$ cat config.mk
export PLATFORM = sky130hd
export DESIGN_NAME = ps2_kbd_rx_flat
export DESIGN_NICKNAME = d
export VERILOG_FILES = /design/src/rtl/ps2_kbd_rx_if.sv /design/src/rtl/ps2_kbd_rx.sv /design/src/flat_wrapper.sv
export SDC_FILE = /design/constraint.sdc
export NUM_CORES = 1
export LEC_CHECK = 0
export ABC_CLOCK_PERIOD_IN_PS = 2700
export CORE_MARGIN = 2
export CORE_UTILIZATION = 55
export CTS_BUF_LIST = sky130_fd_sc_hd__clkbuf_4 sky130_fd_sc_hd__clkbuf_8
export DETAILED_ROUTE_END_ITERATION = 12
export GPL_ROUTABILITY_DRIVEN = 0
export PLACE_DENSITY_LB_ADDON = 0.2
export SLEW_MARGIN = 40
export SYNTH_ARGS = -nofsm -noshare
export SYNTH_HDL_FRONTEND = slang
export SYNTH_SLANG_ARGS = --single-unit
$ cat constraint.sdc
create_clock -name clk -period 2.7 [get_ports clk]
set_input_delay 0.54 -clock clk [delete_from_list [all_inputs] [get_ports clk]]
set_output_delay 0.54 -clock clk [all_outputs]
set_load 0.02 [all_outputs]
$ cat src/rtl/ps2_kbd_rx_if.sv
// Host-side handshake bundle for the PS/2 keyboard receiver.
// The receiver takes the slave modport and the host or scan-code decoder takes the master.
// The bundle carries the scan-code FIFO head, its ready flag, the active-low pop strobe,
// and the two status outputs.
`timescale 1ns/1ps

interface ps2_kbd_rx_if;
  logic       nextdata_n;
  logic [7:0] data;
  logic       ready;
  logic       overflow;
  logic       frame_err;

  modport master (
    output nextdata_n,
    input  data,
    input  ready,
    input  overflow,
    input  frame_err
  );

  modport slave (
    input  nextdata_n,
    output data,
    output ready,
    output overflow,
    output frame_err
  );
endinterface

$ cat src/rtl/ps2_kbd_rx.sv
// PS/2 keyboard receiver.
// The receiver oversamples ps2_clk and ps2_data in the clk domain and deframes 11-bit
// frames into 8-bit scan codes. The scan codes are buffered in a small FIFO and handed
// to the host over the ready/nextdata_n handshake.
// Optional feature: define PS2_PARITY_CHECK_EN to also reject frames with bad odd parity.
`timescale 1ns/1ps

module ps2_kbd_rx #(
  parameter int FIFO_DEPTH  = 8,
  parameter int TIMEOUT_CYC = 20000
) (
  input  logic         clk,
  input  logic         rst,
  input  logic         ps2_clk,
  input  logic         ps2_data,
  ps2_kbd_rx_if.slave  host
);

  localparam int AW = $clog2(FIFO_DEPTH);
  localparam int TW = $clog2(TIMEOUT_CYC + 1);

  logic [2:0]    clk_sync;
  logic [2:0]    dat_sync;
  logic          fall;
  logic          bit_in;

  logic [3:0]    bit_cnt;
  logic [9:0]    shift_q;
  logic [TW-1:0] tmo_cnt;

  logic          stop_now;
  logic          start_ok;
  logic          stop_ok;
  logic          parity_ok;
  logic          frame_ok;
  logic          frame_bad;

  logic [7:0]    mem [FIFO_DEPTH];
  logic [AW:0]   w_ptr;
  logic [AW:0]   r_ptr;
  logic [AW:0]   w_ptr_nxt;
  logic [AW:0]   r_ptr_nxt;
  logic          empty;
  logic          full;
  logic          pop;
  logic          push;
  logic          drop;

  logic          ready_q;
  logic          overflow_q;
  logic          frame_err_q;

  // Three-flop synchronisers for both PS/2 lines; they idle high out of reset.
  always_ff @(posedge clk or negedge rst) begin
    if (!rst) begin
      clk_sync <= 3'b111;
      dat_sync <= 3'b111;
    end else begin
      clk_sync <= {clk_sync[1:0], ps2_clk};
      dat_sync <= {dat_sync[1:0], ps2_data};
    end
  end

  // A falling edge of the device clock is seen between sync stages 2 and 1.
  // The data bit is taken from the matching stage.
  assign fall   = clk_sync[2] & ~clk_sync[1];
  assign bit_in = dat_sync[1];

  // On the stop bit, shift_q holds {parity, d7..d0, start}. The stop bit is the live input.
  assign stop_now = fall && (bit_cnt == 4'd10);
  assign start_ok = ~shift_q[0];
  assign stop_ok  = bit_in;

`ifdef PS2_PARITY_CHECK_EN
  assign parity_ok = ^shift_q[9:1];
`else
  // The parity bit is still captured so the frame layout is identical, but it is not judged.
  logic parity_unused;
  assign parity_unused = ^shift_q[9:1];
  assign parity_ok     = 1'b1;
`endif

  assign frame_ok  = stop_now & start_ok & stop_ok & parity_ok;
  assign frame_bad = stop_now & ~(start_ok & stop_ok & parity_ok);

  // Bit counter, frame shifter and inactivity timeout that abandons a stalled partial frame.
  always_ff @(posedge clk or negedge rst) begin
    if (!rst) begin
      bit_cnt <= 4'd0;
      shift_q <= 10'd0;
      tmo_cnt <= '0;
    end else if (fall) begin
      tmo_cnt <= '0;
      if (bit_cnt == 4'd10) begin
        bit_cnt <= 4'd0;
      end else begin
        shift_q <= {bit_in, shift_q[9:1]};
        bit_cnt <= bit_cnt + 4'd1;
      end
    end else if (bit_cnt != 4'd0) begin
      if (tmo_cnt >= TW'(TIMEOUT_CYC - 1)) begin
        bit_cnt <= 4'd0;
        tmo_cnt <= '0;
      end else begin
        tmo_cnt <= tmo_cnt + 1'b1;
      end
    end else begin
      tmo_cnt <= '0;
    end
  end

  // Pointer arithmetic. ready_q tracks non-empty exactly, so a pop never underflows.
  // A pop in the same cycle frees the slot that a full FIFO would otherwise refuse.
  assign empty     = (w_ptr == r_ptr);
  assign full      = (w_ptr[AW-1:0] == r_ptr[AW-1:0]) && (w_ptr[AW] != r_ptr[AW]);
  assign pop       = ready_q & ~host.nextdata_n;
  assign push      = frame_ok & (~full | pop);
  assign drop      = frame_ok & full & ~pop;
  assign w_ptr_nxt = w_ptr + (AW+1)'(push);
  assign r_ptr_nxt = r_ptr + (AW+1)'(pop);

  // FIFO storage and pointers. The memory clears on reset, so data reads 00 before the first push.
  always_ff @(posedge clk or negedge rst) begin
    if (!rst) begin
      for (int i = 0; i < FIFO_DEPTH; i++) begin
        mem[i] <= 8'h00;
      end
      w_ptr <= '0;
      r_ptr <= '0;
    end else begin
      if (push) begin
        mem[w_ptr[AW-1:0]] <= shift_q[8:1];
      end
      w_ptr <= w_ptr_nxt;
      r_ptr <= r_ptr_nxt;
    end
  end

  // Registered status: ready follows the updated pointers, overflow is sticky until a pop,
  // and frame_err is a single-cycle pulse.
  always_ff @(posedge clk or negedge rst) begin
    if (!rst) begin
      ready_q     <= 1'b0;
      overflow_q  <= 1'b0;
      frame_err_q <= 1'b0;
    end else begin
      ready_q     <= (w_ptr_nxt != r_ptr_nxt);
      frame_err_q <= frame_bad;
      if (drop) begin
        overflow_q <= 1'b1;
      end else if (pop && !(frame_ok && full)) begin
        overflow_q <= 1'b0;
      end
    end
  end

  assign host.data      = mem[r_ptr[AW-1:0]];
  assign host.ready     = ready_q;
  assign host.overflow  = overflow_q;
  assign host.frame_err = frame_err_q;

  // empty is kept for readability of the full/empty pair; ready_q is its registered inverse.
  logic empty_unused;
  assign empty_unused = empty;

endmodule

$ cat src/flat_wrapper.sv
// flat-port wrapper written by rule: the top's interface ports become plain ports
module ps2_kbd_rx_flat 
#(
  parameter int FIFO_DEPTH  = 8,
  parameter int TIMEOUT_CYC = 20000
)
  (clk, rst, ps2_clk, ps2_data, host_nextdata_n, host_data, host_ready, host_overflow, host_frame_err);
  ps2_kbd_rx_if host_i ();
  input  logic clk;
  input  logic rst;
  input  logic ps2_clk;
  input  logic ps2_data;
  input wire logic [$bits(host_i.nextdata_n)-1:0] host_nextdata_n;
  output wire logic [$bits(host_i.data)-1:0] host_data;
  output wire logic [$bits(host_i.ready)-1:0] host_ready;
  output wire logic [$bits(host_i.overflow)-1:0] host_overflow;
  output wire logic [$bits(host_i.frame_err)-1:0] host_frame_err;
  assign host_i.nextdata_n = host_nextdata_n;
  assign host_data = host_i.data;
  assign host_ready = host_i.ready;
  assign host_overflow = host_i.overflow;
  assign host_frame_err = host_i.frame_err;
  ps2_kbd_rx #(.FIFO_DEPTH(FIFO_DEPTH), .TIMEOUT_CYC(TIMEOUT_CYC)) u_core (.clk(clk), .rst(rst), .ps2_clk(ps2_clk), .ps2_data(ps2_data), .host(host_i));
endmodule
-- After elaboration in Yosys (flattened, before gate mapping)
Index checks and enable logic that the tools add are counted.
- input bits: 5
- memory bits (writable): 0
- output and inout bits: 11
- memories kept: 0
- register bits: 109
- ROM bits: 0
- word-level logic and storage cells: 76
- bits in latches: 0
- $add $sub $neg: 4
- $mul: 0
- $lt $le $gt $ge: 4
- bitwise gates (word level): 19
- shift-type cells: 0
- reductions and logical operators: 12
- muxes and demuxes: 15
- equality and inequality tests: 4
- divide/modulo/power cells: 0
- operator list (operator ; count):
    $bwmux W64 ; 1
    $mux W15 ; 3
    $bmux W8 S3 ; 1
    $demux W8 S3 ; 1
    $mux W8 ; 3
    $mux W4 ; 4
    $add A15 B1 Y15 const B ; 1
    $ge A15 B15 Y1 const B ; 1
    $and A1 B1 Y1 ; 9
    $add A4 B1 Y4 ; 2
    $ge A4 B4 Y1 const B ; 2
    $not A3 Y4 ; 2
    $not A1 Y1 ; 7
    $reduce_bool A2 Y1 ; 3
    $logic_and A1 B1 Y1 ; 5
    $add A4 B1 Y4 const B ; 1
    $eq A4 B4 Y1 const B ; 1
    $lt A4 B1 Y1 const B ; 1
    $ne A4 B4 Y1 ; 1
    $reduce_and A2 Y1 ; 2
    $reduce_bool A4 Y1 ; 1
    $eq A3 B3 Y1 ; 1
    $mux W1 ; 2
    $logic_not A1 Y1 ; 1
    other kinds (2) ; 2

-- Depth between registers and ports, before layout
- word-level depth: 10
- depth in mapped cells: 10
- depth with buffers taken out: 10

-- Worst setup path after synthesis
OpenSTA, ideal clock, no wires.
- kind: register -> register
- start point: register u_core.bit_cnt[0]
- end point: register u_core.ready_q (netlist: u_core.host.ready)
- clock period less this slack: 2567 ps
- path buffers: 0
- arrival time: 2429 ps
- path slack: 133 ps
- cell stages (with the launch flop): 11
- cells stage by stage: dfrtp_1 inv_1 ha_1 and3b_1 nand2_1 a211oi_1 ha_1 ha_1 xor2_1 xor2_1 or4_1
- longest elaborated chain between the ends: 7
- RTL lines (element ; RTL line ; source):
    start: declaration ; ps2_kbd_rx.sv:27 ; logic [3:0] bit_cnt;
    start signal: assignment ; ps2_kbd_rx.sv:98 ; bit_cnt <= bit_cnt + 4'd1;
    $eq A4 B4 Y1 ; ps2_kbd_rx.sv:70 ; assign stop_now = fall && (bit_cnt == 4'd10);
    $logic_and A1 B1 Y1 ; ps2_kbd_rx.sv:70 ;
    $and A1 B1 Y1 (2 in a row) ; ps2_kbd_rx.sv:83 ; assign frame_ok = stop_now & start_ok & stop_ok & parity_ok;
    $and A1 B1 Y1 ; ps2_kbd_rx.sv:117 ; assign push = frame_ok & (~full | pop);
    $add A4 B1 Y4 ; ps2_kbd_rx.sv:119 ; assign w_ptr_nxt = w_ptr + (AW+1)'(push);
    via u_core.w_ptr_nxt[2] ; ps2_kbd_rx.sv:41 ; logic [AW:0] w_ptr_nxt;
    $ne A4 B4 Y1 ; ps2_kbd_rx.sv:147 ; ready_q <= (w_ptr_nxt != r_ptr_nxt);
    end signal: assignment ; ps2_kbd_rx.sv:147 ;
    end: declaration ; ps2_kbd_rx.sv:49 ; logic ready_q;
The timed path passes the listed nets, and every way through them passes these cells.
A chain may end at the register's enable or synchronous reset.

-- Worst setup path in the final report
- start point: register u_core.r_ptr[0]
- end point: output host_data[7]
- longest elaborated chain between the ends: 4
- RTL lines (element ; RTL line ; source):
    start: declaration ; ps2_kbd_rx.sv:40 ; logic [AW:0] r_ptr;
    start signal: assignment ; ps2_kbd_rx.sv:135 ; r_ptr <= r_ptr_nxt;
    $not A3 Y4 (implied by the code) ; ps2_kbd_rx.sv:157 ; assign host.data = mem[r_ptr[AW-1:0]];
    $bmux W8 S3 ; ps2_kbd_rx.sv:157 ;
    $mux W8 (implied by the code) (2 in a row) ; ps2_kbd_rx.sv:157 ;
    end: declaration ; flat_wrapper.sv:14 ; output wire logic [$bits(host_i.data)-1:0] host_data;
Every way passes these cells. The select of a mux whose other input is x is not followed.

==> flow_summary.rst <==
.. list-table::
   :header-rows: 1

   * - Metric
     - Value
   * - Number of flops mapped to enable cells by yosys
     - 0
   * - Layout Skew
     - between 8 and 9 ps
   * - I/O pin count
     - 16
   * - Peak ir drop on the vdd network
     - 0.360 mV
   * - Total via count in the routed design
     - about 3000
   * - Combinational Power Share
     - 0.253
   * - Clock latency of the later-clocked register in the worst-skew pair
     - around 360 ps
   * - Core box area
     - between 9000 and 10000 µm²
   * - Largest fanout on the critical path
     - 9
   * - Count of warnings emitted by yosys
     - 0
   * - Clock tree from TritonCTS
     - done
   * - Nature of the critical path endpoint
     - primary output
   * - Syn avg cell area
     - around 13 µm²
   * - Final net count
     - about 420
   * - Fill count
     - a little over 700
   * - Drc violations
     - 0
   * - Startpoint types
     - flip-flop
   * - Worst-path cell with the longest stage delay
     - mux4_2
   * - Antenna Nets Post-Route
     - 0
   * - Area taken by multi-input logic gates
     - 2260 µm²
   * - 1st-iter DRT viols
     - 110
   * - Reg2reg setup slack
     - 150 ps
   * - Power density relative to cell area
     - between 600 and 700 nW/µm²
   * - Net load switching power
     - around 1300 µW
   * - Initial antenna violation count
     - 0
   * - Antenna fix cells
     - 0
   * - Wire per inst
     - around 18 µm
   * - Simple-gate portion of the synthesized area
     - 0.0945
   * - Area of all sequential standard cells
     - 2740 µm²
   * - Pin count of the biggest net entering global routing
     - between 50 and 60
   * - Overall global routing resource usage
     - 0.198
   * - RSZ-0062 raised after global routing
     - no
   * - Sequential area share after synthesis
     - 0.534
   * - Count of buffers inserted at the top-level ports
     - 15
   * - Area growth, synth to finish
     - 10.5%
   * - Final cycle utilization of the critical path
     - 0.967
   * - Clock group share of total power
     - 0.235
   * - Data arrival, critical path
     - a little over 2000 ps
   * - Ratio of cells with drive above 1 in the final layout
     - 0.330
   * - Number of max-cap violations
     - 0
   * - Total chip power
     - around 4000 µW
   * - Kind of critical path
     - flip-flop to primary output
   * - Worst-path clk slew
     - 100 ps
   * - Yosys cell types
     - between 40 and 50
   * - Slew Limit Fails
     - 0
   * - Global-route wire length before repair
     - around 15000 µm
   * - Final wirelength
     - 9330 µm
   * - Top library cells by usage in the layout, fill and taps aside
     - dfrtp_1 (103), mux2_2 (71), nand2_1 (37), nor2_1 (22), mux4_2 (16)
   * - Pleak
     - ~0.0027 µW
   * - Portion of netlist area occupied by mux cells
     - 0.231
   * - Predominant post-synthesis flop cell
     - dfrtp_1
   * - Post-Synthesis Cell Area
     - 5120 µm²
   * - FF+latch count, synth
     - ~110
   * - Kind of cell with the highest combined delay on the critical path
     - multiplexers
   * - Required time reported for the critical path endpoint
     - 2160 ps
   * - Tightest Hold Check Type
     - input pin to asynchronous set/reset pin
   * - Number of buffers on the longest clock path
     - 2
   * - DIE AREA
     - 10100 µm²
   * - Fraction of the mapped netlist area in compound gates
     - 0.0506
   * - Synthesized instance count
     - ~380
   * - Post-CTS setup-driven buffer insertion count
     - 0
   * - Hold slack
     - 181 ps
   * - Hold-fix buffers at CTS
     - 0
   * - Syn_nets
     - 398
   * - Clock period minus final worst setup slack
     - about 2600 ps
   * - Chain of cells forming the critical path
     - buf_12 > mux4_2 > mux2_2 > dlygate4sd2_1
   * - DR pass1 iterations
     - 4
   * - Post-Synth Adder-Cell Area
     - 0.0220
   * - Starting utilization of the core area
     - 0.560
   * - Max Clock Freq
     - around 380 MHz
   * - HPWL after detailed placement
     - 6060 µm
   * - Share of flip-flops with an asynchronous set or reset after synthesis
     - 1.00
   * - Combinational family with the most area after synthesis
     - multiplexers
   * - Die extent in y
     - around 100 µm
   * - Number of vias per cell
     - approximately 5.7
   * - Number of global-route vias before repair
     - 2870
   * - Post-synthesis share of cell area spent on xor and xnor gates
     - 0.0410
   * - Number of buffers created by CTS
     - 9
   * - Final hold vios
     - 0
   * - Internal power
     - 2640 µW
   * - Result of the run
     - complete, no violations
   * - Final setup violation count
     - 0
   * - Switching Share
     - 0.331
   * - Width of the die
     - 101 µm
   * - Root buffer selected by CTS
     - clkbuf_8
   * - Worst-case headroom to the max-slew limit
     - 0.596
   * - Transition time at the pin with the least slew margin
     - 606 ps
   * - Most common library cell in the layout ignoring fill and taps
     - dfrtp_1
   * - Global route total overflow
     - 0
   * - Number of clock sinks seen by CTS
     - about 110
   * - Count of standard-cell rows
     - 35
   * - Reg power frac
     - 0.512
   * - H-Tree Level Count
     - 3
   * - Crit path buf inv count
     - 2
   * - CP peak stage delay
     - ~510 ps
routing by layer:
layer  routed length [µm]  GRT usage  up-vias
met5                    0          0        -
met4                   31     0.0443        0
met3                  201     0.0416        2
met2                 4520      0.306       23
met1                 4580      0.293     1543
li1                     -          -     1410
stage by stage:
| step | worst slack, ps | utilization | setup TNS, ps | cell area [µm²] | std cells |
|---|---|---|---|---|---|
| detailed placement | -17.0 | 0.595 | -17.0 | 5450 | 503 |
| global route | 10.6 | 0.618 | 0 | 5660 | 520 |
| finish | 88.1 | 0.618 | 0 | 5660 | 520 |
| global placement | 57.9 | 0.595 | 0 | 5450 | 503 |
| floorplan | 133 | - | 0 | 5120 | 384 |
| CTS | 57.1 | 0.614 | 0 | 5620 | 519 |
kinds of logic (layout without fill, tap and decap cells):
| group | after synthesis | in the layout |
|---|---|---|
| flip-flops | 109 | 109 |
| buffers and inverters | 29 | 54 |
| AO/OA/AOI/OAI | 22 | 22 |
| AND/OR/NAND/NOR | 102 | 102 |
| XOR/XNOR | 24 | 24 |
| multiplexers | 89 | 89 |
| adder cells (fa/ha/maj) | 9 | 9 |
sequential cells by signal (all words and copies together), names as in the netlist:
| register | flops |
|---|---|
| u_core.tmo_cnt | 15 |
| u_core.shift_q | 10 |
| u_core.mem | 64 |
| u_core.host.overflow | 1 |
| u_core.host.ready | 1 |
| u_core.bit_cnt | 4 |
| u_core.host.frame_err | 1 |
| u_core.clk_sync | 3 |
| u_core.w_ptr | 4 |
| u_core.r_ptr | 4 |
| u_core.dat_sync | 2 |
synthesized netlist by cell type, types with 2 or more instances:
library cell | n | share of area
a2111o_1 | 2 | 0.0044
a2111oi_4 | 4 | 0.021
a21oi_1 | 2 | 0.0020
and3_1 | 3 | 0.0037
and4_1 | 2 | 0.0034
buf_2 | 5 | 0.0049
buf_4 | 2 | 0.0029
clkbuf_1 | 7 | 0.0051
clkbuf_2 | 8 | 0.0078
dfrtp_1 | 104 | 0.51
dfstp_2 | 5 | 0.026
ha_1 | 9 | 0.022
inv_1 | 6 | 0.0044
mux2_1 | 2 | 0.0044
mux2_2 | 71 | 0.16
mux4_2 | 16 | 0.070
nand2_1 | 37 | 0.027
nand2b_1 | 6 | 0.0073
nand3_1 | 9 | 0.0088
nand4_1 | 7 | 0.0085
nor2_1 | 23 | 0.017
nor2b_1 | 2 | 0.0024
nor3_1 | 3 | 0.0029
nor4_1 | 3 | 0.0037
o2111ai_2 | 2 | 0.0059
o211ai_1 | 2 | 0.0029
o21a_1 | 2 | 0.0029
o21ai_0 | 2 | 0.0020
or3_1 | 2 | 0.0024
xnor2_1 | 10 | 0.017
xor2_1 | 14 | 0.024
repair_timing:
item | in CTS | in global routing
gates resized for setup | 8 | 2
setup endpoints to repair | 8 | 1
endpoints found under the hold margin | 0 | 0
gates cloned | 0 | 1
final timing paths:
kind                                         start            endpoint  depth (start not counted)
worst min-delay path                           rst     u_core.w_ptr[0]                          1
worst max-delay path               u_core.r_ptr[0]        host_data[7]                          4
max in group asynchronous                      rst  u_core.dat_sync[0]                          2
min in group clk                u_core.dat_sync[0]  u_core.dat_sync[1]                          0
worst max register to register     u_core.r_ptr[0]   u_core.host.ready                          9
worst min register to register  u_core.dat_sync[0]  u_core.dat_sync[1]                          0
power groups by stage:
stage	clock network, µW	registers, µW	logic [µW]
after CTS	964	2000	969
after global placement	0	2030	948
after global routing	1020	2050	1110
after floorplan	0	1920	771
final	924	2020	998
after detailed placement	0	2030	969
layout make-up:
cell class / count / area share
Inverter: 6 / 0.00398
Sequential cell: 109 / 0.483
Clock inverter: 4 / 0.00575
Clock buffer: 12 / 0.0270
Multi-Input combinational cell: 246 / 0.399
Tap cell: 111 / 0.0245
Timing Repair Buffer: 32 / 0.0566
No activity file was read; power rests on OpenSTA's default activity.
